$ cat src/rtl/seg7_pkg.sv
// Shared definitions for the seven-segment message path.
// Sequencer states and the blank glyph code.
package seg7_pkg;

  typedef enum logic [1:0] {
    ST_IDLE   = 2'd0,
    ST_SHOW   = 2'd1,
    ST_SCROLL = 2'd2
  } state_t;

  localparam logic [7:0] BLANK_CHAR_DEF = 8'h20;
  localparam int         NUM_DIGITS     = 4;

endpackage

$ cat src/rtl/seg7_scroll_ctrl_if.sv
// Character write port into the scroll sequencer.
// Transfer when WR_VALID and WR_READY are both high.
interface seg7_scroll_ctrl_if;

  logic       WR_VALID;
  logic [7:0] WR_CHAR;
  logic       WR_READY;

  modport master (
    output WR_VALID,
    output WR_CHAR,
    input  WR_READY
  );

  modport slave (
    input  WR_VALID,
    input  WR_CHAR,
    output WR_READY
  );

endinterface

$ cat src/rtl/seg7_tick_gen.sv
// Scroll-rate divider: one-cycle step every TICK_DIV clocks.
// Held at zero while clear is asserted.
module seg7_tick_gen #(
  parameter int TICK_DIV = 25000000
) (
  input  logic CLK,
  input  logic RST_N,
  input  logic clear,
  output logic step
);

  localparam int TW = (TICK_DIV > 1) ? $clog2(TICK_DIV) : 1;
  localparam logic [TW-1:0] LAST = TW'(TICK_DIV - 1);

  logic [TW-1:0] cnt_q;

  assign step = !clear && (cnt_q == LAST);

  // free-running count, restarted by clear or after the last tick
  always_ff @(posedge CLK or negedge RST_N) begin
    if (!RST_N) begin
      cnt_q <= '0;
    end else if (clear || (cnt_q == LAST)) begin
      cnt_q <= '0;
    end else begin
      cnt_q <= cnt_q + 1'b1;
    end
  end

endmodule

$ cat src/rtl/seg7_scroll_ctrl.sv
// Message buffer and window sequencer feeding Segment7.
// Short messages are static, longer ones scroll left.
module seg7_scroll_ctrl
  import seg7_pkg::*;
#(
  parameter int         MSG_DEPTH  = 16,
  parameter int         TICK_DIV   = 25000000,
  parameter logic [7:0] BLANK_CHAR = BLANK_CHAR_DEF
) (
  input  logic              CLK,
  input  logic              RST_N,
  seg7_scroll_ctrl_if.slave wr,
  input  logic              START,
  input  logic              STOP,
  output logic              BUSY,
  output logic              WRAP_PULSE,
  output logic [7:0]        DATA1,
  output logic [7:0]        DATA2,
  output logic [7:0]        DATA3,
  output logic [7:0]        DATA4
);

  localparam int AW = $clog2(MSG_DEPTH);
  localparam int LW = AW + 1;
  localparam int OW = $clog2(MSG_DEPTH + NUM_DIGITS) + 1;

  logic [7:0]    mem [MSG_DEPTH];
  state_t        state_q;
  state_t        state_d;
  logic [LW-1:0] len_q;
  logic [LW-1:0] len_inc;
  logic [OW-1:0] ofs_q;
  logic [OW-1:0] ring_len;
  logic [OW-1:0] ring_last;
  logic          wr_fire;
  logic          step;
  logic          tick_clr;
  logic          busy_d;
  logic [OW-1:0] pos [NUM_DIGITS];
  logic [7:0]    win [NUM_DIGITS];

  assign wr.WR_READY = (state_q == ST_IDLE) &&
                       (len_q < LW'(MSG_DEPTH));
  assign wr_fire   = wr.WR_VALID && wr.WR_READY;
  assign len_inc   = wr_fire ? len_q + 1'b1 : len_q;
  assign ring_len  = OW'(len_q) + OW'(NUM_DIGITS);
  assign ring_last = ring_len - 1'b1;

  seg7_tick_gen #(
    .TICK_DIV (TICK_DIV)
  ) u_tick (
    .CLK   (CLK),
    .RST_N (RST_N),
    .clear (tick_clr),
    .step  (step)
  );

  // next state; a same-cycle write counts toward the START length
  always_comb begin
    state_d  = state_q;
    tick_clr = 1'b1;
    if (STOP) begin
      state_d = ST_IDLE;
    end else begin
      unique case (state_q)
        ST_IDLE: begin
          if (START && (len_inc != '0)) begin
            state_d = (len_inc <= LW'(NUM_DIGITS)) ?
                      ST_SHOW : ST_SCROLL;
          end
        end
        ST_SHOW:   state_d = ST_SHOW;
        ST_SCROLL: tick_clr = 1'b0;
        default:   state_d = ST_IDLE;
      endcase
    end
    busy_d = (state_d != ST_IDLE);
  end

  // state and busy flag
  always_ff @(posedge CLK or negedge RST_N) begin
    if (!RST_N) begin
      state_q <= ST_IDLE;
      BUSY    <= 1'b0;
    end else begin
      state_q <= state_d;
      BUSY    <= busy_d;
    end
  end

  // message length; STOP empties the buffer
  always_ff @(posedge CLK or negedge RST_N) begin
    if (!RST_N) begin
      len_q <= '0;
    end else if (STOP) begin
      len_q <= '0;
    end else begin
      len_q <= len_inc;
    end
  end

  // character storage, appended at the current length
  always_ff @(posedge CLK) begin
    if (wr_fire) begin
      mem[len_q[AW-1:0]] <= wr.WR_CHAR;
    end
  end

  // scroll offset into the ring, wrap flagged for one cycle
  always_ff @(posedge CLK or negedge RST_N) begin
    if (!RST_N) begin
      ofs_q      <= '0;
      WRAP_PULSE <= 1'b0;
    end else begin
      WRAP_PULSE <= 1'b0;
      if (tick_clr) begin
        ofs_q <= '0;
      end else if (step) begin
        if (ofs_q == ring_last) begin
          ofs_q      <= '0;
          WRAP_PULSE <= 1'b1;
        end else begin
          ofs_q <= ofs_q + 1'b1;
        end
      end
    end
  end

  // window over message plus four trailing blanks
  always_comb begin
    for (int i = 0; i < NUM_DIGITS; i++) begin
      pos[i] = ofs_q + OW'(i);
      if (pos[i] >= ring_len) begin
        pos[i] = pos[i] - ring_len;
      end
      win[i] = BLANK_CHAR;
      if ((state_q != ST_IDLE) && (pos[i] < OW'(len_q))) begin
        win[i] = mem[pos[i][AW-1:0]];
      end
    end
  end

  // registered digit outputs
  always_ff @(posedge CLK or negedge RST_N) begin
    if (!RST_N) begin
      DATA1 <= BLANK_CHAR;
      DATA2 <= BLANK_CHAR;
      DATA3 <= BLANK_CHAR;
      DATA4 <= BLANK_CHAR;
    end else begin
      DATA1 <= win[0];
      DATA2 <= win[1];
      DATA3 <= win[2];
      DATA4 <= win[3];
    end
  end

endmodule

$ cat src/flat_wrapper.sv
// flat-port wrapper written by rule: the top's interface ports become plain ports
module seg7_scroll_ctrl_flat import seg7_pkg::*;
#(
  parameter int         MSG_DEPTH  = 16,
  parameter int         TICK_DIV   = 25000000,
  parameter logic [7:0] BLANK_CHAR = BLANK_CHAR_DEF
)
  (CLK, RST_N, START, STOP, BUSY, WRAP_PULSE, DATA1, DATA2, DATA3, DATA4, wr_WR_VALID, wr_WR_CHAR, wr_WR_READY);
  seg7_scroll_ctrl_if wr_i ();
  input  logic CLK;
  input  logic RST_N;
  input  logic START;
  input  logic STOP;
  output logic BUSY;
  output logic WRAP_PULSE;
  output logic [7:0] DATA1;
  output logic [7:0] DATA2;
  output logic [7:0] DATA3;
  output logic [7:0] DATA4;
  input wire logic [$bits(wr_i.WR_VALID)-1:0] wr_WR_VALID;
  input wire logic [$bits(wr_i.WR_CHAR)-1:0] wr_WR_CHAR;
  output wire logic [$bits(wr_i.WR_READY)-1:0] wr_WR_READY;
  assign wr_i.WR_VALID = wr_WR_VALID;
  assign wr_i.WR_CHAR = wr_WR_CHAR;
  assign wr_WR_READY = wr_i.WR_READY;
  seg7_scroll_ctrl #(.MSG_DEPTH(MSG_DEPTH), .TICK_DIV(TICK_DIV), .BLANK_CHAR(BLANK_CHAR)) u_core (.CLK(CLK), .RST_N(RST_N), .wr(wr_i), .START(START), .STOP(STOP), .BUSY(BUSY), .WRAP_PULSE(WRAP_PULSE), .DATA1(DATA1), .DATA2(DATA2), .DATA3(DATA3), .DATA4(DATA4));
endmodule
$ cat config.mk
export PLATFORM = sky130hd
export DESIGN_NAME = seg7_scroll_ctrl_flat
export DESIGN_NICKNAME = d
export VERILOG_FILES = /design/src/rtl/seg7_pkg.sv /design/src/rtl/seg7_scroll_ctrl_if.sv /design/src/rtl/seg7_tick_gen.sv /design/src/rtl/seg7_scroll_ctrl.sv /design/src/flat_wrapper.sv
export SDC_FILE = /design/constraint.sdc
export NUM_CORES = 1
export LEC_CHECK = 0
export BUFFER_PORTS_ARGS = -buffer_cell sky130_fd_sc_hd__buf_2
export CORE_MARGIN = 2
export CORE_UTILIZATION = 55
export CTS_CLUSTER_DIAMETER = 80
export DETAILED_ROUTE_END_ITERATION = 10
export PLACE_DENSITY_LB_ADDON = 0.3
export SYNTH_ARGS = -nofsm -noshare
export SYNTH_HDL_FRONTEND = slang
export SYNTH_SLANG_ARGS = --single-unit
export TNS_END_PERCENT = 5
$ cat constraint.sdc
create_clock -name CLK -period 12.5 [get_ports CLK]
set_clock_uncertainty 0.1 [all_clocks]
set_input_delay 2.5 -clock CLK [delete_from_list [all_inputs] [get_ports CLK]]
set_output_delay 2.5 -clock CLK [all_outputs]
set_load 0.1 [all_outputs]
# == Word level (Yosys, flattened, before mapping) ==
# Memories as Yosys holds them, arrays and structs flattened.
# Index checks and enable logic that the tools add are counted.
# word_totals
output_inout_bits,35
word_cells,76
register_bits,72
ramBits,128
mem_count,1
in_bits,13
# op_classes
magnitude_cmp,10
reduce_logical,15
addsub,11
mux,25
n_eq_ne,4
# mem_list
name,words,word_bits,read_ports,rd_ports_with_merged_regs,wr,line,rtl
u_core.mem,16,8,4,0,1,seg7_scroll_ctrl.sv:27,logic [7:0] mem [MSG_DEPTH];
# ops
cell,n
$mux 6,7
$mux 8,4
$add 25x1->25 const B,1
$eq 25x25->1 const B,1
$mux 25,1
$ge 6x6->1,4
$lt 6x5->1,4
$sub 6x6->6,4
$add 6x2->6 const B,2
$mux 5,2
$logic_and 1x1->1,8
$mux 1,7
$add 5x3->6 const B,1
$add 6x1->6 const B,1
$eq 6x6->1,1
$mux 2,3
$pmux 2 s3,1
$reduce_bool 2->1,3
$sub 6x1->6 const B,1
$add 5x1->5 const B,1
$le 5x3->1 const B,1
$lt 5x5->1 const B,1
$reduce_bool 5->1,1
$eq 2x1->1 const B,1
4 further kinds,4

# == Logic depth before layout (Yosys ltp) ==
# Gate-level depths: netlist (run 1).
# depth
ltp_word,10
depth_mapped,19
mapped_depth_nobuf,17

# == Cells and area by module ==
# From an unflattened synthesis (run 1), not the netlist that was laid out.
# unflattened
hier_cells,1280
area_unflattened_um2,13455.4
# modules_own_cells
mod,instances,area_each_um2,seq_area_each_um2,cells_per_inst
seg7_scroll_ctrl,1,12150.4,5024.8,1143
seg7_tick_gen,1,1305.0,625.6,137

# == Worst setup path after synthesis (run 1) ==
# OpenSTA, ideal clock, no wires.
# synth_timing
path_type,register -> output
startpoint,register u_core.len_q[4]
endpoint,output port wr_WR_READY
path_stages_with_launch,3
arrival_time_ps,2619
setup_slack_ps,7281
n_path_buf,1
t_required_ps,9900
path_cell_list,dfrtp_1 > clkbuf_1 > nor3_1
# synth_via
elab_chain_cells,2
# synth_rtl
element,line,rtl
start: declaration,seg7_scroll_ctrl.sv:30,logic [LW-1:0] len_q;
start signal: assignment,seg7_scroll_ctrl.sv:98,len_q <= len_inc;
$lt 5x5->1,seg7_scroll_ctrl.sv:43,(len_q < LW'(MSG_DEPTH));
$logic_and 1x1->1,seg7_scroll_ctrl.sv:42,assign wr.WR_READY = (state_q == ST_IDLE) &&
end: declaration,flat_wrapper.sv:22,output wire logic [$bits(wr_i.WR_READY)-1:0] wr_WR_READY;
# No other way between the ends.

==> results of run 1 <==
-- registers in the layout, summed over array words and instances (netlist names) --
signal and flops:
u_core.u_tick.cnt_q 25, u_core.DATA2 8, u_core.len_q 5, u_core.WRAP_PULSE 1
u_core.mem 128, u_core.BUSY 1, u_core.state_q 2, u_core.ofs_q 6
u_core.DATA1 8, u_core.DATA4 8, u_core.DATA3 8
-- where the power goes --
part           leakage (µW)  total [µW]  switching (µW)  internal (µW)
clock              0.000307         601             318            283
sequential          0.00214         728            11.9            717
combinational       0.00354         147             107           39.5
total               0.00599        1480             437           1040
-- cell usage in the layout, fill, tap and decap left out, types with 6 or more instances in the layout --
cell type / n
mux4_2: 12
clkbuf_16: 17
edfxtp_1: 128
and2_1: 6
a21o_1: 10
mux2_2: 24
buf_2: 46
nand4_1: 11
buf_4: 22
ha_1: 52
nor2_1: 54
nand2_1: 226
or3_1: 7
a2111oi_0: 13
nor2b_1: 18
a22oi_1: 43
o31ai_1: 8
inv_12: 7
xor2_1: 23
and3_1: 48
o22ai_1: 16
nand2b_1: 7
a211oi_1: 39
xnor2_1: 31
dfrtp_1: 68
a311o_1: 8
inv_1: 31
nor3_1: 16
mux2i_1: 77
o21a_1: 9
a21oi_1: 110
a31oi_1: 11
nand3_1: 32
o21ai_0: 31
a211o_1: 14
-- final cells by class --
cell class | instances | area, µm² | share of cell area (%)
multi-input combinational | 1031 | 7220 | 50.0
sequential | 200 | 5650 | 39.1
clock buffer | 17 | 425 | 2.95
tap | 319 | 399 | 2.77
timing repair buffer | 68 | 395 | 2.74
clock inverter | 15 | 211 | 1.46
inverter | 36 | 135 | 0.936
-- layer usage --
metal	vias up	track usage, %
li1	5039	-
met1	5513	48.0
met2	914	46.4
met3	99	11.4
met4	0	8.60
met5	-	0
-- cell families after synthesis --
group	after synthesis	share of synthesized area, %
AND/OR/NAND/NOR	446	15.5
flip-flops	200	42.4
multiplexers	125	11.4
adder cells (fa/ha/maj)	56	5.49
AO/OA/AOI/OAI	350	17.7
XOR/XNOR	54	3.55
buffers and inverters	115	3.87
-- worst max-delay path, cell delays in order (launching register included) --
cell and delay, ns:
dfrtp_1 0.69, inv_1 0.35, ha_1 0.41, inv_1 0.19, ha_1 0.28, nor2_1 0.10, a21oi_1 0.08, o41ai_2 0.94
mux2i_4 0.35, buf_4 0.86, a21boi_1 0.21, o2111ai_1 0.23, nand3_1 0.43, or4_1 0.66
-- per-stage QoR --
stage | power [µW] | std cells | hold slack (ns) | setup slack (ns)
global placement | 882 | 1654 | 0.399 | 6.79
floorplan | 834 | 1346 | 0.369 | 7.28
global route | 1510 | 1686 | 0.463 | 6.19
CTS | 1470 | 1686 | 0.430 | 6.60
detailed placement | 884 | 1654 | 0.418 | 6.64
finish | 1480 | 1686 | 0.423 | 6.52
-- path summary, 6_finish.rpt --
check	startpoint	endpoint	slack (ns)	depth (start not counted)
setup / recovery	u_core.len_q[2]	u_core.DATA1[5]	6.52	13
min in group asynchronous	RST_N	u_core.DATA4[7]	1.76	1
max in group asynchronous	RST_N	u_core.DATA2[6]	9.38	2
setup reg to reg	u_core.len_q[2]	u_core.DATA1[5]	6.52	13
hold / removal	u_core.u_tick.cnt_q[0]	u_core.u_tick.cnt_q[0]	0.42	1
hold reg to reg	u_core.u_tick.cnt_q[0]	u_core.u_tick.cnt_q[0]	0.42	1
==> metrics.cfg, run 1 <==
[outcome]
status=finished clean

[yosys]
yosys_most_used_dff=edfxtp_1
syn-num-nets=1415
yosysUniqueCellTypes=72
yosysMostFrequentCell=nand2_1
synthCells=1346
synth.ff_latch_count=200
synth_top_area_share_pct=28.9
yosys_warnings=0
yosys-top-cells-count=nand2_1, edfxtp_1, a21oi_1
avgSynthCellArea_um2=9.90
synth_edf_count=128
syn_area_um2=13300
synthArstFlopShare_pct=36.0
synth_area_leader_cell=edfxtp_1
yosysSeqAreaShare_pct=42.4
synth.area.top_cells=edfxtp_1, dfrtp_1, nand2_1

[sta]
hold_viol=0
finalMaxSlewViolations=0
post-route-min-period_ns=5.98
setup_violations=0
setup_tns_ns=0
fmax_ghz=0.167
rsz0062_at_grt=false
post-route-period-util_pct=47.8
worst_pin_slew_ns=1.18
max_slew_margin_pct=19.2

[route]
routedWlPerCell_um=24.9
drt_iter0_drc=1979
vias=11565
met2_length_mm=17.8
antenna_left=0
highest_layer=met4
via_per_inst=6.86
drt-met1-wl_mm=17.3
dr.pass1.iters=8
drc=0
totalWireLength_mm=42.0
wl_met3_mm=5.96

[power_and_ir_drop]
irDropWorstVdd_v=0.0000738
p_leak_uw=0.00599
powerDensity_nw_per_um2=102

[die]
io_pins=48
dieArea_um2=25500
fp-row-count=56
start_util_pct=56.4
fp.coreArea_um2=23600
die_h_um=160
die_x_um=160

[cts]
clock_path_buffers=2
insertion_delay_ns=0.47
htree_levels=4
cts.sinks=200
cts_resized=0
cts_tree=done
numCtsBuffers=17
cts_hold_buf=0
cts_root_buf=clkbuf_16
path_clk_slew_ns=0.08
post_cts_buffers=0

[worst_setup_path]
critPathKind=reg -> reg
critPathMaxFanout=77
start_kind=flip-flop
worst_ep_arrival_time_ns=6.26
end_kind=flip-flop
critPathRequiredTime_ns=12.78

[worst_hold_path]
min_path_type=reg -> reg

[layout]
nets=1423
drive_gt1_share_pct=11.9
diodes=0
final_cell_area_um2=14400
syn_to_final_growth_pct=8.36
final_core_util_pct=61.1
nFillCells=1931

[global_route]
gr-total-overflow=0
grt_pass1_wl_mm=64.1
antenna_found_initial=0
grt_pass1_vias=10574
grt_max_degree=78
grt_use_total_pct=32.8

[placed_design]
dp_hpwl_mm=28.4
portBuffers=47
placed_area_um2=13800
globalplace.congestion=0.950

[job]
drv_cap=0

Note: power is estimated with default switching activity, not from simulation.
==> run 2: changes to the inputs <==
- clock period: 12.5 -> 5.6 ns (I/O delays scaled with it)
==> run 2 against run 1 <==
Routed wire length increased by 0.96%. Register-to-register slack got worse by 6.1 ns. Global-route usage decreased by 0.23 points. Total power increased by 120%. Count of clock-buffer cells in the layout unchanged. Largest power group unchanged.
==> metrics.cfg, run 2 (synthesis gave the netlist of run 1 again) <==
[worst_setup_path]
critPathLaunch=u_core.ofs_q[1]
path_buf_inv=3
worst_ep_arrival_time_ns=5.42
start_kind=flip-flop
critPathMaxFanout=12
cp_top_family=compound AO/OA/AOI/OAI gates
crit_chain=inv_1, ha_1, fa_1, a21o_1, a2111oi_4, nor2_2, mux2i_2, buf_4, clkinv_1, ha_1, a21o_1, a2111oi_0, o211ai_1, nor2_1, a22o_1
crit_slowest_cell=dfrtp_1
r2r-start=u_core.ofs_q[1]
critPathKind=reg -> reg
max_stage_delay_ns=0.54
end_kind=flip-flop
critPathRequiredTime_ns=5.88

[sta]
fmax_ghz=0.195
hold_viol=0
post-route-min-period_ns=5.14
fin_ws_ns=0.461
rsz0062_at_grt=false
setup_tns_ns=0
finalMaxSlewViolations=0
post-route-period-util_pct=91.8
max_slew_margin_pct=28.6
worst_pin_slew_ns=1.06
setup_violations=0

[layout]
largest_reg_flops=128
nets=1442
layout_commonest_cell=nand2_1
drive_gt1_share_pct=13.0
syn_to_final_growth_pct=9.30
instances_no_fill=1707
layout_common_cells=nand2_1, edfxtp_1, a21oi_1
final_core_util_pct=61.7

[placed_design]
portBuffers=47
dp_hpwl_mm=29.1
place_inst=1673
globalplace.congestion=0.986
dp_slack_ns=0.642

[die]
die_h_um=160
start_util_pct=56.4
fp-row-count=56
fp.coreArea_um2=23600
dieArea_um2=25500
die_x_um=160
io_pins=48

[route]
antenna_left=0
via_per_inst=6.88
drc=0
routedWlPerCell_um=24.8
vias=11743
drt_iter0_drc=1683
totalWireLength_mm=42.4
dr.pass1.iters=8

[cts]
cts_root_buf=clkbuf_16
clock_path_buffers=2
post_cts_buffers=0
cts_hold_buf=0
insertion_delay_ns=0.45
numCtsBuffers=17
cts.sinks=200
cts_tree=done
path_clk_slew_ns=0.09
htree_levels=4
cts_resized=0

[job]
drv_cap=0

[power_and_ir_drop]
powerDensity_nw_per_um2=221
irDropWorstVdd_v=0.000203
p_leak_uw=0.00607

[global_route]
gr-total-overflow=0
grt_max_degree=77
grt_pass1_vias=10496
antenna_found_initial=1
grt_use_total_pct=32.6
grt_pass1_wl_mm=63.7

[worst_hold_path]
min_path_type=reg -> reg
min_from=u_core.u_tick.cnt_q[0]

[outcome]
status=finished clean

[run 2: cell type report]
| cell class | count | area, µm² |
|---|---|---|
| clock buffers | 17 | 425 |
| repair buffers | 87 | 563 |
| inverters | 36 | 135 |
| well taps | 319 | 399 |
| fillers | 1958 | 9050 |
| clock inverters | 15 | 168 |
| diodes | 2 | 5.00 |
| multi-input cells | 1031 | 7210 |
| flip-flops and latches | 200 | 5650 |
[run 2: per-layer routing]
layer  part of all wire, %  wire length (µm)  vias to the layer above  track usage [%]
met2                    43             18000                      873             46.6
met1                    41             17400                     5700             47.7
met5                     0                 0                        -                0
li1                      -                 -                     5083                -
met4                   2.1               902                        0             8.68
met3                    14              6050                       87             10.5
[run 2: power breakdown]
group | switching, µW | total (µW) | internal (µW)
sequential | 23.7 | 1620 | 1600
clock | 650 | 1250 | 605
combinational | 243 | 335 | 92.6
total | 916 | 3210 | 2300
[run 2: stage by stage]
| stage | power [µW] | instance area, µm² | hold WS (ns) |
|---|---|---|---|
| final | 3210 | 14600 | 0.418 |
| after global routing | 3290 | 14600 | 0.442 |
| after CTS | 3210 | 14600 | 0.424 |
| after detailed placement | 1980 | 14000 | 0.413 |
| after global placement | 1970 | 14000 | 0.397 |
| after floorplan | 1860 | 13300 | 0.369 |
[run 2: path summary, 6_finish.rpt]
path,to,slack [ns],cells past startpoint
min in group asynchronous,u_core.state_q[1],0.43,1
worst min register to register,u_core.u_tick.cnt_q[0],0.42,1
worst max-delay path,u_core.DATA2[7],0.46,15
worst max register to register,u_core.DATA2[7],0.46,15
max in group asynchronous,u_core.DATA1[3],3.91,2
worst min-delay path,u_core.u_tick.cnt_q[0],0.42,1
